==> src/rtl/game_pkg.sv <==
// Shared definitions for the tile-matching game.
//   - PS/2 set-2 scan codes used by the in-game FSM and the mode controller
//   - state encoding of the in-game turn FSM
//   - state codes of the mode controller
package game_pkg;

  localparam logic [7:0] KeyBreak  = 8'hF0;
  localparam logic [7:0] KeyUp     = 8'h1D;  // W
  localparam logic [7:0] KeyDown   = 8'h1B;  // S
  localparam logic [7:0] KeyLeft   = 8'h1C;  // A
  localparam logic [7:0] KeyRight  = 8'h23;  // D
  localparam logic [7:0] KeySelect = 8'h29;  // space
  localparam logic [7:0] KeyEnter  = 8'h5A;  // mode controller only

  typedef enum logic [3:0] {
    StIdle,
    StSel1,
    StRd1,
    StCap1,
    StSel2,
    StRd2,
    StCap2,
    StCmp,
    StShow,
    StDone
  } turn_state_e;

  typedef enum logic [1:0] {
    ModeTitle    = 2'd0,
    ModeInGame   = 2'd1,
    ModeGameOver = 2'd2
  } mode_state_e;

endpackage

==> src/rtl/ps2_key_decoder.sv <==
// Turns strobed PS/2 scan-code bytes into one-cycle movement/select pulses.
// A break prefix (F0) swallows the following byte so key releases never act.
// Decode is combinational on the strobe: pulses appear in the strobe cycle.
// Ports:
//   CLOCK_50         system clock
//   userquit         asynchronous active-high reset
//   clear            synchronous clear of the break flag; also masks pulses
//   ps2_key_data     scan-code byte
//   ps2_key_pressed  one-cycle strobe qualifying ps2_key_data
//   up/down/left/right/select  one-cycle decoded key pulses
module ps2_key_decoder
  import game_pkg::*;
(
  input  logic       CLOCK_50,
  input  logic       userquit,
  input  logic       clear,
  input  logic [7:0] ps2_key_data,
  input  logic       ps2_key_pressed,
  output logic       up,
  output logic       down,
  output logic       left,
  output logic       right,
  output logic       select
);

  logic break_q, break_d;
  logic make_valid;

  always_ff @(posedge CLOCK_50 or posedge userquit) begin
    if (userquit) begin
      break_q <= 1'b0;
    end else begin
      break_q <= break_d;
    end
  end

  always_comb begin
    break_d = break_q;
    if (clear) begin
      break_d = 1'b0;
    end else if (ps2_key_pressed) begin
      // The byte after F0 only clears the flag, even if it is F0 itself.
      break_d = break_q ? 1'b0 : (ps2_key_data == KeyBreak);
    end
  end

  always_comb begin
    make_valid = ps2_key_pressed && !break_q && !clear;
    up         = make_valid && (ps2_key_data == KeyUp);
    down       = make_valid && (ps2_key_data == KeyDown);
    left       = make_valid && (ps2_key_data == KeyLeft);
    right      = make_valid && (ps2_key_data == KeyRight);
    select     = make_valid && (ps2_key_data == KeySelect);
  end

endmodule

==> src/rtl/ingame_turn_fsm.sv <==
// Runs one tile-matching game while the mode controller reports in-game play.
// Moves a cursor over the grid, reads two selected tiles from board memory,
// reveals matches, shows mismatches for SHOW_CYCLES clocks, counts pairs and
// moves, and raises gameOver once every pair is found.
// Ports:
//   CLOCK_50         system clock
//   userquit         asynchronous active-high reset
//   ingameOn         level; low returns everything to reset state next edge
//   ps2_key_data     scan-code byte
//   ps2_key_pressed  one-cycle strobe for ps2_key_data
//   tile_addr        board memory read address
//   tile_rd          one-cycle read strobe
//   tile_val         read data, valid the cycle after tile_rd
//   cursor           linear cursor index row*GRID_W+col
//   face_up          tiles drawn face up (matched or currently selected)
//   pairs_found      matched pair count
//   moves            completed two-tile attempts, saturating at 255
//   gameOver         high once all pairs are matched
module ingame_turn_fsm
  import game_pkg::*;
#(
  parameter int unsigned GRID_W      = 4,
  parameter int unsigned GRID_H      = 4,
  parameter int unsigned NUM_TILES   = GRID_W * GRID_H,
  parameter int unsigned ADDR_W      = 4,
  parameter int unsigned VAL_W       = 3,
  parameter int unsigned SHOW_CYCLES = 25_000_000
) (
  input  logic                 CLOCK_50,
  input  logic                 userquit,
  input  logic                 ingameOn,
  input  logic [7:0]           ps2_key_data,
  input  logic                 ps2_key_pressed,
  output logic [ADDR_W-1:0]    tile_addr,
  output logic                 tile_rd,
  input  logic [VAL_W-1:0]     tile_val,
  output logic [ADDR_W-1:0]    cursor,
  output logic [NUM_TILES-1:0] face_up,
  output logic [ADDR_W-1:0]    pairs_found,
  output logic [7:0]           moves,
  output logic                 gameOver
);

  localparam int unsigned RowW   = (GRID_H > 1) ? $clog2(GRID_H) : 1;
  localparam int unsigned ColW   = (GRID_W > 1) ? $clog2(GRID_W) : 1;
  localparam int unsigned TimerW = (SHOW_CYCLES > 1) ? $clog2(SHOW_CYCLES) : 1;

  turn_state_e          state_q, state_d;
  logic [RowW-1:0]      row_q, row_d;
  logic [ColW-1:0]      col_q, col_d;
  logic [ADDR_W-1:0]    sel1_q, sel1_d;
  logic [ADDR_W-1:0]    sel2_q, sel2_d;
  logic [VAL_W-1:0]     val1_q, val1_d;
  logic [VAL_W-1:0]     val2_q, val2_d;
  logic [TimerW-1:0]    timer_q, timer_d;
  logic [NUM_TILES-1:0] matched_q, matched_d;
  logic [NUM_TILES-1:0] shown_q, shown_d;  // currently selected, not yet matched
  logic [ADDR_W-1:0]    pairs_q, pairs_d;
  logic [7:0]           moves_q, moves_d;

  logic key_up, key_down, key_left, key_right, key_select;
  logic [ADDR_W-1:0] cursor_idx;
  logic sel1_ok, sel2_ok, vals_equal, last_pair, move_en;

  ps2_key_decoder u_key_decoder (
    .CLOCK_50       (CLOCK_50),
    .userquit       (userquit),
    .clear          (!ingameOn),
    .ps2_key_data   (ps2_key_data),
    .ps2_key_pressed(ps2_key_pressed),
    .up             (key_up),
    .down           (key_down),
    .left           (key_left),
    .right          (key_right),
    .select         (key_select)
  );

  always_comb begin
    cursor_idx = ADDR_W'(row_q) * ADDR_W'(GRID_W) + ADDR_W'(col_q);
    sel1_ok    = key_select && !matched_q[cursor_idx];
    sel2_ok    = key_select && !matched_q[cursor_idx] && (cursor_idx != sel1_q);
    vals_equal = (val1_q == val2_q);
    last_pair  = ((pairs_q + 1'b1) == ADDR_W'(NUM_TILES / 2));
    move_en    = (state_q == StSel1) || (state_q == StSel2);
  end

  // State register
  always_ff @(posedge CLOCK_50 or posedge userquit) begin
    if (userquit) begin
      state_q <= StIdle;
    end else begin
      state_q <= state_d;
    end
  end

  // Datapath registers
  always_ff @(posedge CLOCK_50 or posedge userquit) begin
    if (userquit) begin
      row_q     <= '0;
      col_q     <= '0;
      sel1_q    <= '0;
      sel2_q    <= '0;
      val1_q    <= '0;
      val2_q    <= '0;
      timer_q   <= '0;
      matched_q <= '0;
      shown_q   <= '0;
      pairs_q   <= '0;
      moves_q   <= '0;
    end else begin
      row_q     <= row_d;
      col_q     <= col_d;
      sel1_q    <= sel1_d;
      sel2_q    <= sel2_d;
      val1_q    <= val1_d;
      val2_q    <= val2_d;
      timer_q   <= timer_d;
      matched_q <= matched_d;
      shown_q   <= shown_d;
      pairs_q   <= pairs_d;
      moves_q   <= moves_d;
    end
  end

  // Next-state logic
  always_comb begin
    state_d = state_q;
    if (!ingameOn) begin
      state_d = StIdle;
    end else begin
      unique case (state_q)
        StIdle: state_d = StSel1;
        StSel1: if (sel1_ok) state_d = StRd1;
        StRd1:  state_d = StCap1;
        StCap1: state_d = StSel2;
        StSel2: if (sel2_ok) state_d = StRd2;
        StRd2:  state_d = StCap2;
        StCap2: state_d = StCmp;
        StCmp: begin
          if (vals_equal) state_d = last_pair ? StDone : StSel1;
          else            state_d = StShow;
        end
        StShow: if (timer_q == '0) state_d = StSel1;
        StDone: state_d = StDone;
        default: state_d = StIdle;
      endcase
    end
  end

  // Datapath next-state
  always_comb begin
    row_d     = row_q;
    col_d     = col_q;
    sel1_d    = sel1_q;
    sel2_d    = sel2_q;
    val1_d    = val1_q;
    val2_d    = val2_q;
    timer_d   = timer_q;
    matched_d = matched_q;
    shown_d   = shown_q;
    pairs_d   = pairs_q;
    moves_d   = moves_q;

    if (!ingameOn) begin
      row_d     = '0;
      col_d     = '0;
      sel1_d    = '0;
      sel2_d    = '0;
      val1_d    = '0;
      val2_d    = '0;
      timer_d   = '0;
      matched_d = '0;
      shown_d   = '0;
      pairs_d   = '0;
      moves_d   = '0;
    end else begin
      if (move_en) begin
        // Clamp at the grid edges.
        if (key_up && (row_q != '0))                      row_d = row_q - 1'b1;
        if (key_down && (row_q != RowW'(GRID_H - 1)))     row_d = row_q + 1'b1;
        if (key_left && (col_q != '0))                    col_d = col_q - 1'b1;
        if (key_right && (col_q != ColW'(GRID_W - 1)))    col_d = col_q + 1'b1;
      end

      unique case (state_q)
        StSel1: if (sel1_ok) sel1_d = cursor_idx;
        StSel2: if (sel2_ok) sel2_d = cursor_idx;
        StCap1: begin
          val1_d          = tile_val;
          shown_d[sel1_q] = 1'b1;
        end
        StCap2: begin
          val2_d          = tile_val;
          shown_d[sel2_q] = 1'b1;
          if (moves_q != 8'hFF) moves_d = moves_q + 8'd1;
        end
        StCmp: begin
          if (vals_equal) begin
            matched_d[sel1_q] = 1'b1;
            matched_d[sel2_q] = 1'b1;
            shown_d           = '0;
            pairs_d           = pairs_q + 1'b1;
          end else begin
            timer_d = TimerW'(SHOW_CYCLES - 1);
          end
        end
        StShow: begin
          if (timer_q == '0) shown_d = '0;
          else               timer_d = timer_q - 1'b1;
        end
        default: ;
      endcase
    end
  end

  // Outputs
  always_comb begin
    tile_rd     = (state_q == StRd1) || (state_q == StRd2);
    tile_addr   = '0;
    if (state_q == StRd1) tile_addr = sel1_q;
    if (state_q == StRd2) tile_addr = sel2_q;
    cursor      = cursor_idx;
    face_up     = matched_q | shown_q;
    pairs_found = pairs_q;
    moves       = moves_q;
    gameOver    = (state_q == StDone);
  end

endmodule

==> config.mk <==
export PLATFORM = sky130hd
export DESIGN_NAME = ingame_turn_fsm
export DESIGN_NICKNAME = d
export VERILOG_FILES = /design/src/rtl/game_pkg.sv /design/src/rtl/ps2_key_decoder.sv /design/src/rtl/ingame_turn_fsm.sv
export SDC_FILE = /design/constraint.sdc
export NUM_CORES = 1
export LEC_CHECK = 0
export BUFFER_PORTS_ARGS = -buffer_cell sky130_fd_sc_hd__buf_2
export CORE_AREA = 4 4 111 113
export CTS_CLUSTER_SIZE = 25
export DETAILED_ROUTE_END_ITERATION = 10
export DIE_AREA = 0 0 115 117
export PLACE_DENSITY = 0.68
export SYNTH_ARGS = -nofsm -noshare
export SYNTH_HDL_FRONTEND = slang
export SYNTH_SLANG_ARGS = --single-unit
==> constraint.sdc <==
create_clock -name CLOCK_50 -period 4.35 [get_ports CLOCK_50]
set_input_delay 0.2175 -clock CLOCK_50 [delete_from_list [all_inputs] [get_ports CLOCK_50]]
set_output_delay 0.2175 -clock CLOCK_50 [all_outputs]
set_load 0.03 [all_outputs]
==> metrics.txt, run 1 <==
top cell type's share of synthesized area=0.4121; area taken by multi-input logic gates=2974 sq um; Final setup viols=0; WL/cell=17.00 microns; synth top area cells=dfrtp_1 (41%), o21ai_0 (4.4%), a21oi_1 (4.3%); Hold Crit Class=in -> async; CTS tree=yes; GRT Total Usage=0.2144; num ports=53; total gr overflow=0; Post-Synthesis Cells=634; R2R setup slack=1360 ps; DRT iter0 DRCs=375; r2r startpoint=timer_q[10]$_DFFE_PP0P_; initial core utilization=0.4935; dpl hpwl=9451 microns; Clock Root Buffer=clkbuf_16; number of vias per cell=5.980; Synth warnings=0; Clk pin slew, worst setup/hold paths=60 ps; max-cap violation count=0; Routed Antenna Nets=0; type of destination of the critical path=flop; Post-synth EDFFs=0; chip width=115 microns; Port Buffer Count=52; antenna cell count=0; R2R Path End=timer_q[16]$_DFFE_PP0P_; PwrDens=334.0 nW/um^2; # Post-CTS Setup Buffers=0; total CTS buffers=9; hold buffers post-CTS=0; Pre-Repair DR Iteration Count=6; Tmin final=2988 ps; Final GP Congestion=0.9186; commonest register cell after synthesis=dfrtp_1; Post-synth ARST share=1.000; Placement Cell Area=5818 sq um; Post-synth top cells=dfrtp_1 (92), nand2_1 (60), o21ai_0 (49); first-pass GRT wire length=23150 microns; Setup TNS=0 ps; clock skew=9.914 ps; initial antenna violation count=0; Total Wirelength=13730 microns; fin crit share=0.6870; Slew headroom=0.2028; largest net degree at the start of global routing=64; Mapped Area=5587 sq um; maximum clock path buffer count=2; fill cell count=1029; area grow syn2layout=9.519%; status=completed; layout cells sized above 1=0.1895; top-count cell post-synth=dfrtp_1; post-synth net total=653; FF+latch area=2302 sq um; Core Region=11320 sq um; worst path required time=4580 ps; Slew Limit Fails=0; worst slew pin tran=1191 ps; clk sinks=92; Crit Path Class=reg -> reg; Pleak=0.002880 uW; R2R cell count=6; Worst-Skew Late Latency=350 ps; detailed-route DRC error count=0; vias=4832; Fin Hold WS=38.71 ps; row count=39; post-synthesis sequential area ratio=0.4121; critical path launch point type=flop; number of global-route vias before repair=4706; die area=13460 sq um; Seq cells post-synth=92; VDD IR-drop max=0.1770 mV; RSZ-0062 raised after global routing=no; critical path arrival=3220 ps; layout net count=679; Die Y-Extent=117 microns; fmax=0.3346 GHz; H-tree levels=3; Layout Cell Area excl Fill=6118 sq um; syn_area_per_cell=8.812 sq um; Fin. Hold Viols=0; synth unique cells=67; CTS resizes=0; cell taking the most area after synthesis=dfrtp_1; Max FO, Critical Path=12
==> per-layer routing <==
| metal | track usage | part of all wire | vias to the layer above | wire, microns |
|---|---|---|---|---|
| met5 | 0 | 0 | - | 0 |
| met3 | 0.02931 | 0.051 | 24 | 705 |
| met2 | 0.3422 | 0.46 | 148 | 6383 |
| met1 | 0.2961 | 0.46 | 2346 | 6327 |
| li1 | - | - | 2314 | - |
| met4 | 0.08764 | 0.023 | 0 | 317 |
==> area by class of cell <==
type	instances	share of cell area
repair buffers	57	0.04867
flip-flops and latches	92	0.3763
clock inverters	2	0.002658
clock buffers	14	0.04642
multi-input cells	483	0.4861
well taps	143	0.02924
inverters	17	0.01063
==> cell usage in the layout (no fill, tap or decap), types with 5 or more instances in the layout <==
cell type	count
inv_1	16
or3_1	5
a21oi_1	48
a31oi_1	7
a21oi_2	10
nand4_1	12
nor3_1	10
a21o_1	6
buf_4	5
nand3_1	40
a21boi_0	5
o21a_1	16
and3_1	7
and2_1	12
nor2_2	10
nand2_1	60
o21ai_0	49
nor4_1	7
xnor2_1	16
or2_2	16
nor2b_1	15
dfrtp_1	92
mux2i_1	19
nor2_1	45
buf_2	52
clkbuf_16	9
==> state kept, by name, summed over array words and instances (netlist names) <==
signal                 cells
timer_q                   25
state_q                    4
matched_q                 16
val2_q                     3
shown_q                   16
sel2_q                     4
val1_q                     3
u_key_decoder.break_q      1
pairs_found                4
moves                      8
sel1_q                     4
row_q                      2
col_q                      2
==> logic make-up (layout without fill, tap and decap cells) <==
| family | Yosys count | count (layout) | share of synthesized area |
|---|---|---|---|
| muxes | 22 | 22 | 0.04614 |
| DFF | 92 | 92 | 0.4121 |
| adders and majority gates | 4 | 4 | 0.008959 |
| buffers and inverters | 59 | 90 | 0.05644 |
| AOI/OAI and AO/OA | 173 | 173 | 0.1969 |
| xor gates and xnor gates | 19 | 19 | 0.02979 |
| and+or+nand+nor | 265 | 265 | 0.2497 |
==> critical path: stages (launching register included) <==
cell and delay [ps]:
dfrtp_1 410, or4_4 560, or4_4 470, nor4_2 520
o21ai_1 390, and3_1 280, a221o_1 250
==> through the flow <==
| step | setup slack [ps] | power [uW] | util | instances |
|---|---|---|---|---|
| floorplan | 1741 | 1194 | - | 634 |
| global placement | 1493 | 1260 | 0.5139 | 792 |
| detailed placement | 1372 | 1271 | 0.5139 | 792 |
| CTS | 1380 | 2053 | 0.5405 | 808 |
| global route | 1162 | 2129 | 0.5405 | 808 |
| finish | 1362 | 2044 | 0.5405 | 808 |
==> worst max-delay path by stage <==
stage	cells after the start	endpoint	startpoint	slack, ps
global route	6	timer_q[16]$_DFFE_PP0P_	timer_q[10]$_DFFE_PP0P_	1160
global placement	6	shown_q[7]$_DFFE_PP0P_	timer_q[10]$_DFFE_PP0P_	1490
finish	6	timer_q[16]$_DFFE_PP0P_	timer_q[10]$_DFFE_PP0P_	1360
CTS	6	timer_q[16]$_DFFE_PP0P_	timer_q[9]$_DFFE_PP0P_	1380
detailed placement	6	timer_q[16]$_DFFE_PP0P_	timer_q[9]$_DFFE_PP0P_	1370
floorplan	1	col_q[0]$_DFFE_PP0P_	userquit	1740
==> power breakdown <==
group	switching [uW]	internal (uW)
registers	70.0	880
logic	202	105
clock network	334	452
total	606	1440
(Power assumes the default switching activity.)
==> run 2, diff against run 1 <==
clock period = 2.9 ns   (was 4.35 ns; I/O delays follow)
==> run 2 against run 1 <==
Sequential share of layout area is 1.2 points lower; critical path depth unchanged; final cell count up 2.4%; die area is the same; clock-buffer cell count fell by 3; clock power rose by 65%; clock skew fell by 1.8 ps; first-iteration DRC count shrank 0.27%; global-route usage is 0.62 points higher; core utilization up 1.8 points; via count increased by 0.89%; total power rose by 58%; critical path type unchanged; critical endpoint is now timer_q[20]$_DFFE_PP0P_.
==> metrics.txt, run 2 (synthesis results as in run 1) <==
Crit Path Class=reg -> reg; initial core utilization=0.4935 (unchanged); worst slew pin tran=630.8 ps (-559.9 ps); RSZ-0062 raised after global routing=no; # Post-CTS Setup Buffers=0 (unchanged); WL/cell=16.89 microns (-0.65%); largest net degree at the start of global routing=71 (+11%); max reg flops=25 (unchanged); biggest regs=timer_q x25, matched_q x16, shown_q x16; Setup TNS=0 ps (unchanged); Hold Crit Class=in -> reg; fin crit share=0.9523 (+0.2653); Pre-Repair DR Iteration Count=5 (-1); type of destination of the critical path=flop; critical path launch point type=flop; GRT Total Usage=0.2206 (+0.006188); DRT iter0 DRCs=374 (-0.27%); CTS tree=yes; Total Wirelength=13960 microns (+1.7%); critical path arrival=2990 ps (-230 ps); Slew headroom=0.5686 (+0.3659); initial antenna violation count=0 (unchanged); antenna cell count=0 (unchanged); Final GP Congestion=0.8844 (-3.7%); fill cell count=1036 (+0.68%); Fin. Hold Viols=0 (unchanged); PwrDens=511.8 nW/um^2 (+53%); Worst-Skew Late Latency=350 ps (about the same); chip width=115 microns (unchanged); worst path required time=3130 ps (-1450 ps); number of global-route vias before repair=4811 (+2.2%); dpl hpwl=9910 microns (+4.9%); Core Region=11320 sq um (unchanged); Clk pin slew, worst setup/hold paths=70 ps (about the same); total CTS buffers=9 (unchanged); most common cell after layout, fill and taps aside=dfrtp_1; Port Buffer Count=52 (unchanged); R2R cell count=6 (unchanged); most frequent cells in the layout=dfrtp_1 (92), nand2_1 (60), buf_2 (52); clk sinks=92 (unchanged); Slew Limit Fails=0 (unchanged); max-cap violation count=0 (unchanged); Final setup viols=0 (unchanged); die area=13460 sq um (unchanged); status=completed; layout net count=698 (+2.8%); Layout Utilization=0.5584 (+0.01790); Max FO, Critical Path=13 (+1); num ports=53 (unchanged); H-tree levels=3 (unchanged); clock skew=8.131 ps (-1.783 ps); total gr overflow=0 (unchanged); Pleak=0.002994 uW (+4.0%); Die Y-Extent=117 microns (unchanged); Tmin final=2762 ps (-226.6 ps); Clock Root Buffer=clkbuf_16; vias=4875 (+0.89%); layout cells sized above 1=0.2120 (+0.02251); maximum clock path buffer count=2 (unchanged); fmax=0.3621 GHz (+8.2%); area grow syn2layout=13.15%; VDD IR-drop max=0.3694 mV (+110%); detailed-route DRC error count=0 (unchanged); Hold Crit Depth=3; first-pass GRT wire length=23720 microns (+2.5%); row count=39 (unchanged); Biggest register=timer_q; Routed Antenna Nets=0 (unchanged); number of vias per cell=5.895 (-1.4%)
[run 2: cell count changes in the layout (fill, tap and decap cells not counted)]
cell           change
buf_12             +2
buf_4             +16
bufinv_16          +2
clkbuf_8           -3
clkinv_4           +1
dlygate4sd3_1      +1
nor3b_1            -1
nor3b_2            +1
[run 2: final timing paths]
path                                          from  slack, ps                       to
max                        timer_q[10]$_DFFE_PP0P_        140  timer_q[20]$_DFFE_PP0P_
min                                    tile_val[1]         60    val2_q[1]$_DFFE_PP0P_
max reg2reg                timer_q[10]$_DFFE_PP0P_        140  timer_q[20]$_DFFE_PP0P_
min reg2reg                 shown_q[1]$_DFFE_PP0P_        490   shown_q[1]$_DFFE_PP0P_
max in group asynchronous                 userquit       1890   shown_q[8]$_DFFE_PP0P_
min in group asynchronous                 userquit        310    val1_q[1]$_DFFE_PP0P_
[run 2: worst max-delay path, cell delays in order, from the launching register on]
cell      delay (ps)
dfrtp_1          410
or4_4            550
or4_4            470
or4_4            660
a21oi_4          310
or3_1            160
o211ai_1          80
[run 2: layer usage]
| metal | share of wire | track usage | wire [microns] |
|---|---|---|---|
| met5 | 0 | 0 | 0 |
| met1 | 0.46 | 0.2993 | 6389 |
| met3 | 0.051 | 0.03753 | 707 |
| met4 | 0.019 | 0.08529 | 261 |
| met2 | 0.47 | 0.3557 | 6605 |
[run 2: what timing repair did]
action / CTS / global route
endpoints found under the setup margin: 0 / 2
hold endpoints to repair: 22 / 0
hold buffers: 1 / 0
gates resized for setup: 0 / 1
[run 2: layout make-up]
cell class | count | area [sq um] | share of cell area
multi-input cells | 483 | 2979 | 0.4713
flip-flops and latches | 92 | 2302 | 0.3642
repair buffers | 76 | 467.9 | 0.07403
clock buffers | 11 | 242.7 | 0.03840
well taps | 143 | 178.9 | 0.02831
clock inverters | 5 | 85.08 | 0.01346
inverters | 17 | 65.06 | 0.01029
[run 2: report_power, final]
group          total (uW)  switching, uW  internal (uW)
Sequential           1370           49.5           1320
Clock                1300            515            782
Combinational         568            370            198
[run 2: through the flow]
| step | hold slack (ps) | power [uW] | worst slack [ps] | area [sq um] | std cells |
|---|---|---|---|---|---|
| finish | 55.98 | 3235 | 138.4 | 6321 | 827 |
| global route | 78.70 | 3375 | 13.96 | 6321 | 827 |
| CTS | 51.58 | 3253 | 134.7 | 6316 | 827 |
| detailed placement | 155.7 | 1953 | 158.3 | 5978 | 810 |
| global placement | 151.2 | 1938 | 213.9 | 5978 | 810 |
| floorplan | 285.6 | 1791 | 326.7 | 5587 | 634 |
